`config.mk`:
```
export PLATFORM = sky130hd
export DESIGN_NAME = display_scan_controller
export DESIGN_NICKNAME = d
export VERILOG_FILES = /design/src/rtl/display_pkg.sv /design/src/rtl/lz_mask_gen.sv /design/src/rtl/display_scan_controller.sv
export SDC_FILE = /design/constraint.sdc
export NUM_CORES = 1
export LEC_CHECK = 0
export CAP_MARGIN = 15
export CORE_MARGIN = 3
export CORE_UTILIZATION = 35
export DETAILED_ROUTE_END_ITERATION = 16
export PLACE_DENSITY = 0.63
export SYNTH_ARGS = -nofsm -noshare
export SYNTH_HDL_FRONTEND = slang
export SYNTH_SLANG_ARGS = --single-unit
export TNS_END_PERCENT = 50
```
`constraint.sdc`:
```
create_clock -name clk -period 5.9 [get_ports clk]
set_input_delay 1.77 -clock clk [delete_from_list [all_inputs] [get_ports clk]]
set_output_delay 1.77 -clock clk [all_outputs]
set_load 0.1 [all_outputs]
```
`src/rtl/display_pkg.sv`:
```
// Shared definitions for the multiplexed seven-segment display scan path:
// digit count, nibble width and the scan FSM state type.
package display_pkg;

    localparam int N_DIGITS = 8;
    localparam int NIBBLE_W = 4;

    typedef enum logic {
        S_BLANK = 1'b0,
        S_ON    = 1'b1
    } scan_state_t;

endpackage

```
`src/rtl/lz_mask_gen.sv`:
```
// Leading-zero visibility mask: bit k is set when digit k is at or below the
// most significant non-zero nibble. Digit 0 is always eligible so an all-zero
// value still shows a single "0". Only instantiated when LEADING_ZERO_BLANK_EN
// is defined in the top level.
module lz_mask_gen
    import display_pkg::*;
(
    input  logic [N_DIGITS*NIBBLE_W-1:0] value,
    output logic [N_DIGITS-1:0]          mask
);

    // Scan from the top digit down, latching once a non-zero nibble is seen.
    always_comb begin
        logic seen;
        seen = 1'b0;
        mask = '0;
        for (int k = N_DIGITS - 1; k >= 1; k--) begin
            seen    = seen | (|value[k*NIBBLE_W +: NIBBLE_W]);
            mask[k] = seen;
        end
        mask[0] = 1'b1;
    end

endmodule

```
`src/rtl/display_scan_controller.sv`:
```
// Digit sequencer for the 8-digit multiplexed seven-segment display.
// Produces the nibble-mux select (counter), active-low anodes with a blanking
// gap at the start of every digit slot, and a double-buffered display value
// that only changes on a frame boundary (load / load_ack handshake).
// Optional feature: define LEADING_ZERO_BLANK_EN to also blank digits above
// the most significant non-zero nibble of the committed value.
//
// Every output is a register loaded from the next-state values, so the
// boundary cycle (slot_cnt == REFRESH_DIV-1 with counter == 7) already shows
// frame_tick, load_ack and the newly committed hex_out.
module display_scan_controller
    import display_pkg::*;
#(
    parameter int REFRESH_DIV  = 100_000,
    parameter int BLANK_CYCLES = 1_000
) (
    input  logic        clk,
    input  logic        reset,
    input  logic [31:0] hex_in,
    input  logic [7:0]  digit_en_in,
    input  logic        load,
    output logic        load_ack,
    output logic [31:0] hex_out,
    output logic [2:0]  counter,
    output logic [7:0]  an,
    output logic        frame_tick
);

    localparam int                SLOT_W     = (REFRESH_DIV > 1) ? $clog2(REFRESH_DIV) : 1;
    localparam logic [SLOT_W-1:0] SLOT_LAST  = SLOT_W'(REFRESH_DIV - 1);
    localparam logic [SLOT_W-1:0] BLANK_LAST = SLOT_W'((BLANK_CYCLES > 0) ? BLANK_CYCLES - 1 : 0);
    localparam logic [2:0]        LAST_DIGIT = 3'(N_DIGITS - 1);

    scan_state_t       state;
    scan_state_t       state_n;
    logic [SLOT_W-1:0] slot_cnt;
    logic [SLOT_W-1:0] slot_n;
    logic [2:0]        counter_n;

    logic [31:0]       stage_hex;
    logic [7:0]        stage_en;
    logic [31:0]       stage_hex_n;
    logic [7:0]        stage_en_n;
    logic              pending;
    logic              pending_n;
    logic [7:0]        digit_en;

    logic              boundary_n;
    logic              commit_n;
    logic [31:0]       hex_n;
    logic [7:0]        digit_en_n;
    logic [7:0]        shown_n;
    logic [7:0]        an_n;

    // Scan FSM next state: slot counter, digit index and blank/on phase.
    always_comb begin
        state_n   = state;
        slot_n    = slot_cnt + 1'b1;
        counter_n = counter;
        if (slot_cnt == SLOT_LAST) begin
            slot_n    = '0;
            counter_n = counter + 3'd1;
            state_n   = (BLANK_CYCLES == 0) ? S_ON : S_BLANK;
        end else if (state == S_BLANK &&
                     (BLANK_CYCLES == 0 || slot_cnt == BLANK_LAST)) begin
            state_n = S_ON;
        end
    end

    // Staging capture and commit decision for the cycle about to begin.
    // A load in the cycle just before the boundary still commits at it; a
    // load during the boundary cycle itself waits for the next frame.
    always_comb begin
        boundary_n  = (slot_n == SLOT_LAST) && (counter_n == LAST_DIGIT);
        stage_hex_n = load ? hex_in      : stage_hex;
        stage_en_n  = load ? digit_en_in : stage_en;
        commit_n    = boundary_n && (pending || load);
        pending_n   = commit_n ? 1'b0 : (pending || load);
        hex_n       = commit_n ? stage_hex_n : hex_out;
        digit_en_n  = commit_n ? stage_en_n  : digit_en;
    end

`ifdef LEADING_ZERO_BLANK_EN
    logic [7:0] lz_mask_n;

    lz_mask_gen u_lz_mask_gen (
        .value (hex_n),
        .mask  (lz_mask_n)
    );

    assign shown_n = digit_en_n & lz_mask_n;
`else
    assign shown_n = digit_en_n;
`endif

    // Anode pattern for the next cycle: one active-low digit while on, else dark.
    always_comb begin
        an_n = 8'hFF;
        if (state_n == S_ON && shown_n[counter_n]) begin
            an_n = ~(8'b1 << counter_n);
        end
    end

    // State and output registers; reset drops any pending load without ack.
    always_ff @(posedge clk) begin
        if (reset) begin
            state      <= S_BLANK;
            slot_cnt   <= '0;
            counter    <= 3'd0;
            an         <= 8'hFF;
            frame_tick <= 1'b0;
            load_ack   <= 1'b0;
            pending    <= 1'b0;
            stage_hex  <= 32'd0;
            stage_en   <= 8'd0;
            hex_out    <= 32'd0;
            digit_en   <= 8'hFF;
        end else begin
            state      <= state_n;
            slot_cnt   <= slot_n;
            counter    <= counter_n;
            an         <= an_n;
            frame_tick <= boundary_n;
            load_ack   <= commit_n;
            pending    <= pending_n;
            stage_hex  <= stage_hex_n;
            stage_en   <= stage_en_n;
            hex_out    <= hex_n;
            digit_en   <= digit_en_n;
        end
    end

endmodule

```
==> results.py, run 1 <==
metrics = {
    "place": {
        "dp.cells": 709,
        "dp_hpwl_um": 7620,
        "io_buffers": 87,
        "place_area_mm2": 0.00579,
        "gp_congestion": 0.831,
    },
    "sta": {
        "fmax_mhz": 256,
        "drv_slew": 0,
        "tightest_slew_ns": 1.05,
        "setup_viol": 0,
        "fin_crit_sh_pct": 66.1,
        "timing_hold_violations_final": 0,
        "skew_ns": 0.00730,
        "slew-limit-headroom_pct": 29.5,
        "min_period_ns": 3.90,
        "rsz0062_at_grt": "no",
        "fin_tns_setup_ns": 0,
    },
    "synthesis": {
        "syn_nets": 522,
        "synth_flop_cell": "dfxtp_1",
        "synth_async_sr_flop_share_pct": 0,
        "syn-mean-instance-area_um2": 10.2,
        "ys_ff_latch": 112,
        "seq_area_frac_synth_pct": 46.3,
        "ys_types": 55,
        "ys_warn_count": 0,
        "syn-instance-count": 477,
        "synth_area_mm2": 0.00484,
        "synth_edf_count": 0,
    },
    "clock_tree": {
        "cts_tree": "yes",
        "cts_setup_buffers": 0,
        "cts_resized": 0,
        "cts_sinks": 112,
        "worstSkewPairLatency_ns": 0.35,
        "cts_root_buf": "clkbuf_16",
        "cts_buffer_depth": 2,
        "ctsHoldBuffers": 0,
        "htreeDepth": 3,
        "clk_pin_slew_ns": 0.07,
        "cts_buffers": 9,
    },
    "grt": {
        "antenna_found_initial": 1,
        "overflow": 0,
        "grt_max_degree": 79,
        "grt_pass1_wl_um": 17600,
        "grt_usage_pct": 14.8,
        "grt_pass1_vias": 3426,
    },
    "floorplan": {
        "core_area_mm2": 0.0134,
        "initial_core_util_pct": 36.1,
        "ios": 88,
        "dieArea_mm2": 0.0153,
        "die_h_um": 124,
        "die_x_um": 124,
        "rows": 42,
    },
    "finish": {
        "fin_cells": 724,
        "area_growth_pct": 25.6,
        "n_fill_cell": 1270,
        "drive_above_1_share_pct": 11.1,
        "nets": 589,
        "antenna_cells": 0,
        "design_area_mm2": 0.00608,
    },
    "worst_setup_path": {
        "crit_arrival_ns": 2.13,
        "crit_type": "reg -> out",
        "ff2ff_setup_slack_ns": 2.02,
        "crit_buf_inv": 1,
        "max_stage_delay_ns": 1.22,
        "cp.required_ns": 4.13,
        "critical_path.top_delay_family": "buffers and inverters",
        "worst_setup_path_start_kind": "flop",
        "path_cells": "clkdlybuf4s50_1",
        "cp_slowest_cell": "clkdlybuf4s50_1",
        "endpoint_kind": "output pin",
        "cp_max_fo": 11,
    },
    "routing": {
        "wl_per_cell_um": 15.1,
        "postRouteAntennaNets": 0,
        "drt-initial-drc-count": 200,
        "drt_pass1_iterations": 4,
        "via_per_inst": 4.91,
        "drc": 0,
        "vias": 3554,
        "routed_wl_um": 10900,
    },
    "power": {
        "p_per_area_mw_per_mm2": 243,
        "p_leak_nw": 2.39,
        "ir_worst_vdd_mv": 0.110,
    },
    "worst_hold_path": {
        "hold_path_class": "reg -> reg",
    },
    "status": {
        "status": "finished, final reports clean",
    },
    "job": {
        "drv_cap": 0,
    },
}
-- per-stage QoR --
step / total power, W / setup WS [ns] / hold WS, ns / utilization, %
CTS: 0.00150 / 1.97 / 0.413 / 45.4
floorplan: 0.000849 / 2.36 / 0.367 / -
finish: 0.00148 / 2.00 / 0.413 / 45.4
detailed placement: 0.000890 / 2.06 / 0.395 / 43.2
global route: 0.00155 / 1.79 / 0.425 / 45.4
global placement: 0.000888 / 2.16 / 0.399 / 43.2
-- registers in the layout, summed over array words and instances, names as in the netlist, 3 cells and up --
| signal | count |
|---|---|
| hex_out | 32 |
| stage_hex | 32 |
| slot_cnt | 17 |
| an | 8 |
| digit_en | 8 |
| stage_en | 8 |
| counter | 3 |
-- layout make-up --
| class | count | area, um^2 | share of cell area [%] |
|---|---|---|---|
| clock buffers | 11 | 243 | 3.99 |
| clock inverters | 4 | 53.8 | 0.885 |
| inverters | 9 | 33.8 | 0.555 |
| multi-input cells | 321 | 2400 | 39.4 |
| flip-flops and latches | 112 | 2240 | 36.9 |
| well taps | 176 | 220 | 3.62 |
| repair buffers | 91 | 891 | 14.6 |
-- cells in the mapped netlist (3+ instances only) --
master / count / area (um^2)
dfxtp_1: 112 / 2240
nor2_1: 61 / 229
mux2i_1: 42 / 420
nor2b_1: 36 / 225
mux2_4: 30 / 450
clkbuf_1: 19 / 71.3
nand2_1: 18 / 67.6
o21ai_0: 12 / 60.1
xnor2_1: 12 / 105
nand3_1: 10 / 50.1
nor4_1: 10 / 62.6
inv_1: 9 / 33.8
a31oi_1: 8 / 50.1
and2_1: 6 / 37.5
and3_1: 6 / 37.5
and4_1: 6 / 52.6
buf_1: 6 / 22.5
xor2_1: 5 / 43.8
a21oi_1: 4 / 20.0
mux2_2: 4 / 45.0
nand4_1: 4 / 25.0
nor3_1: 4 / 20.0
or4_1: 4 / 30.0
buf_2: 3 / 15.0
buf_6: 3 / 33.8
nand2b_1: 3 / 18.8
o211ai_1: 3 / 22.5
o31ai_1: 3 / 22.5
-- cells by family (layout without fill, tap and decap cells) --
family          Yosys count  in the layout  share of synthesized area (%)
compound gates           44             44                           6.49
xor+xnor                 17             17                           3.07
fa+ha+maj                 2              2                          0.517
buf+inv                  44            115                           4.16
flops                   112            112                           46.3
mux                      76             76                           18.9
simple gates            182            182                           20.5
-- cell usage in the layout (no fill, tap or decap), drive strengths merged, types with 4 or more instances in the layout --
master / netlist / layout
and4: 6 / 6
xor2: 5 / 5
and3: 6 / 6
o21ai: 12 / 12
nand4: 5 / 5
nor4: 10 / 10
nand3: 11 / 11
clkdlybuf4s50: 0 / 85
a21oi: 4 / 4
clkbuf: 21 / 11
or4: 5 / 5
inv: 9 / 10
mux2i: 42 / 42
mux2: 34 / 34
a31oi: 8 / 8
nor2b: 36 / 36
buf: 14 / 6
xnor2: 12 / 12
dfxtp: 112 / 112
and2: 6 / 6
nand2: 18 / 18
nor2: 61 / 61
nor3: 4 / 4
-- per-layer routing --
layer	up-vias	track usage [%]	wire, um
li1	1791	-	-
met1	1649	20.4	5190
met2	97	22.2	4810
met3	15	4.27	730
met4	2	5.05	167
met5	-	0	13
-- path summary, 6_finish.rpt --
| kind | start | to | cells after the start |
|---|---|---|---|
| worst min register to register | digit_en[1]$_SDFF_PP1_ | an[1]$_SDFF_PP1_ | 1 |
| worst max-delay path | counter[0]$_SDFF_PP0_ | counter[0] | 1 |
| worst max register to register | slot_cnt[0]$_SDFF_PP0_ | hex_out[26]$_SDFFE_PP0N_ | 8 |
| worst min-delay path | digit_en[1]$_SDFF_PP1_ | an[1]$_SDFF_PP1_ | 1 |
-- where the power goes --
| part | total [W] | internal (W) | switching (W) | leakage (nW) |
|---|---|---|---|---|
| sequential | 0.000780 | 0.000774 | 0.00000679 | 0.912 |
| combinational | 0.0000911 | 0.0000466 | 0.0000445 | 1.33 |
| clock | 0.000609 | 0.000341 | 0.000268 | 0.144 |
| total | 0.00148 | 0.00116 | 0.000320 | 2.39 |
(Power assumes the default switching activity.)
==> inputs of run 2 (changes only) <==
Settings changed: PLACE_DENSITY 0.63 to 0.65.
Clock period 5.9 ns to 3.3 ns, I/O delays scaled along.
==> results.py, run 2 (same netlist as run 1, synthesis figures left out) <==
metrics = {
    "status": {
        "status": "finished, final reports clean",
    },
    "clock_tree": {
        "clk_pin_slew_ns": 0.07,
        "cts_root_buf": "clkbuf_16",
        "htreeDepth": 3,
        "cts_setup_buffers": 0,
        "cts_tree": "yes",
        "cts_buffers": 9,
        "cts_buffer_depth": 2,
        "worstSkewPairLatency_ns": 0.35,
        "ctsHoldBuffers": 0,
        "cts_sinks": 112,
        "cts_resized": 0,
    },
    "worst_setup_path": {
        "cp_slowest_cell": "or4_4",
        "max_stage_delay_ns": 0.60,
        "crit_type": "reg -> reg",
        "crit_arrival_ns": 3.35,
        "cp_max_fo": 31,
        "path_cells": "ha_1 > nand4_4 > or4_4 > or3_4 > a2111oi_4 > nand3_2 > buf_12 > mux2_4",
        "endpoint_kind": "flop",
        "cp.required_ns": 3.54,
        "worst_setup_path_start_kind": "flop",
    },
    "power": {
        "p_switching_w": 0.000574,
        "swShare_pct": 22.1,
        "clkPwrFrac_pct": 39.8,
        "p_per_area_mw_per_mm2": 429,
        "combPwrFrac_pct": 6.4,
        "p_leak_nw": 2.52,
        "p_int_w": 0.00202,
        "power_frac_seq_pct": 53.8,
        "ir_worst_vdd_mv": 0.214,
    },
    "finish": {
        "design_area_mm2": 0.00605,
        "drive_above_1_share_pct": 21.1,
        "n_fill_cell": 1275,
        "antenna_cells": 0,
        "final_cell_mix": "dfxtp_1, nor2_1, buf_4",
        "layout_commonest_cell": "dfxtp_1",
        "nets": 600,
        "reg_top3": "hex_out x32, stage_hex x32, slot_cnt x17",
        "area_growth_pct": 25.0,
        "seqCellArea_mm2": 0.00224,
        "multiInputGateArea_mm2": 0.00240,
    },
    "worst_hold_path": {
        "hold_path_class": "reg -> reg",
    },
    "grt": {
        "grt_max_degree": 79,
        "overflow": 0,
        "grt_usage_pct": 14.1,
        "antenna_found_initial": 2,
        "grt_pass1_wl_um": 16800,
        "grt_pass1_vias": 3493,
    },
    "routing": {
        "drt_pass1_iterations": 4,
        "via_per_inst": 4.95,
        "wl_met3_um": 682,
        "wl_per_cell_um": 14.7,
        "vias": 3641,
        "wl_met2_um": 4660,
        "drc": 0,
        "routed_wl_um": 10800,
        "top_layer_used": "met5",
        "wl_met1_um": 5180,
        "postRouteAntennaNets": 0,
        "drt-initial-drc-count": 170,
    },
    "floorplan": {
        "dieArea_mm2": 0.0153,
        "core_area_mm2": 0.0134,
        "initial_core_util_pct": 36.1,
        "rows": 42,
        "ios": 88,
        "die_h_um": 124,
        "die_x_um": 124,
    },
    "place": {
        "io_buffers": 87,
        "gp_congestion": 0.866,
        "place_area_mm2": 0.00577,
        "dp_hpwl_um": 7600,
    },
    "sta": {
        "min_period_ns": 3.11,
        "fin_tns_setup_ns": 0,
        "timing_hold_violations_final": 0,
        "drv_slew": 0,
        "setup_viol": 0,
        "fin_crit_sh_pct": 94.3,
        "rsz0062_at_grt": "no",
        "slew-limit-headroom_pct": 47.1,
        "fmax_mhz": 321,
        "skew_ns": 0.00821,
        "tightest_slew_ns": 0.794,
    },
    "job": {
        "drv_cap": 0,
    },
}
==> run 2: cell types whose count changed in the layout (fill, tap and decap cells not counted) <==
cell             delta
clkbuf_1            -1
buf_12              +1
buf_4              +55
bufinv_16           -1
clkinv_4            +2
clkdlybuf4s50_1    -45
clkbuf_8            +1
inv_8               -1
==> run 2: worst paths after layout <==
path | startpoint | end | slack (ns) | depth (start not counted)
min | digit_en[1]$_SDFF_PP1_ | an[1]$_SDFF_PP1_ | 0.41 | 1
max reg2reg | slot_cnt[0]$_SDFF_PP0_ | hex_out[28]$_SDFFE_PP0N_ | 0.19 | 8
max | slot_cnt[0]$_SDFF_PP0_ | hex_out[28]$_SDFFE_PP0N_ | 0.19 | 8
min reg2reg | digit_en[1]$_SDFF_PP1_ | an[1]$_SDFF_PP1_ | 0.41 | 1
==> run 2: worst max-delay path, delay by kind of cell (launching register included) <==
family	cells	cell delay (ns)
AO/OA/AOI/OAI	1	0.46
buffers and inverters	1	0.21
AND/OR/NAND/NOR	4	1.32
adder cells (fa/ha/maj)	1	0.25
multiplexers	1	0.32
flip-flops	1	0.42
==> run 2: power by group through the flow <==
| stage | sequential, W | combinational, W | clock, W |
|---|---|---|---|
| after CTS | 0.00139 | 0.000169 | 0.00107 |
| after floorplan | 0.00142 | 0.0000960 | 0 |
| after global routing | 0.00140 | 0.000183 | 0.00111 |
| after detailed placement | 0.00143 | 0.000168 | 0 |
| after global placement | 0.00142 | 0.000165 | 0 |
| final | 0.00139 | 0.000167 | 0.00103 |
==> run 2: metrics by stage <==
step	hold slack (ns)	utilization [%]	power [W]	worst slack [ns]	instances
floorplan	0.367	-	0.00152	0.263	477
global placement	0.405	43.0	0.00159	0.268	720
detailed placement	0.390	43.0	0.00159	0.184	720
CTS	0.410	45.2	0.00263	0.182	735
global route	0.434	45.2	0.00269	0.0195	735
finish	0.411	45.2	0.00259	0.188	735
==> run 2: cell type report <==
cell class | instances | share of cell area, %
sequential | 112 | 37.1
multi-input combinational | 321 | 39.6
clock inverter | 4 | 0.496
tap | 176 | 3.64
clock buffer | 11 | 4.18
timing repair buffer | 102 | 14.4
inverter | 9 | 0.558
==> run 2: per-layer routing <==
metal / vias up / track usage (%)
li1: 1814 / -
met1: 1704 / 18.8
met2: 102 / 21.7
met3: 17 / 3.09
met4: 4 / 6.99
met5: - / 0
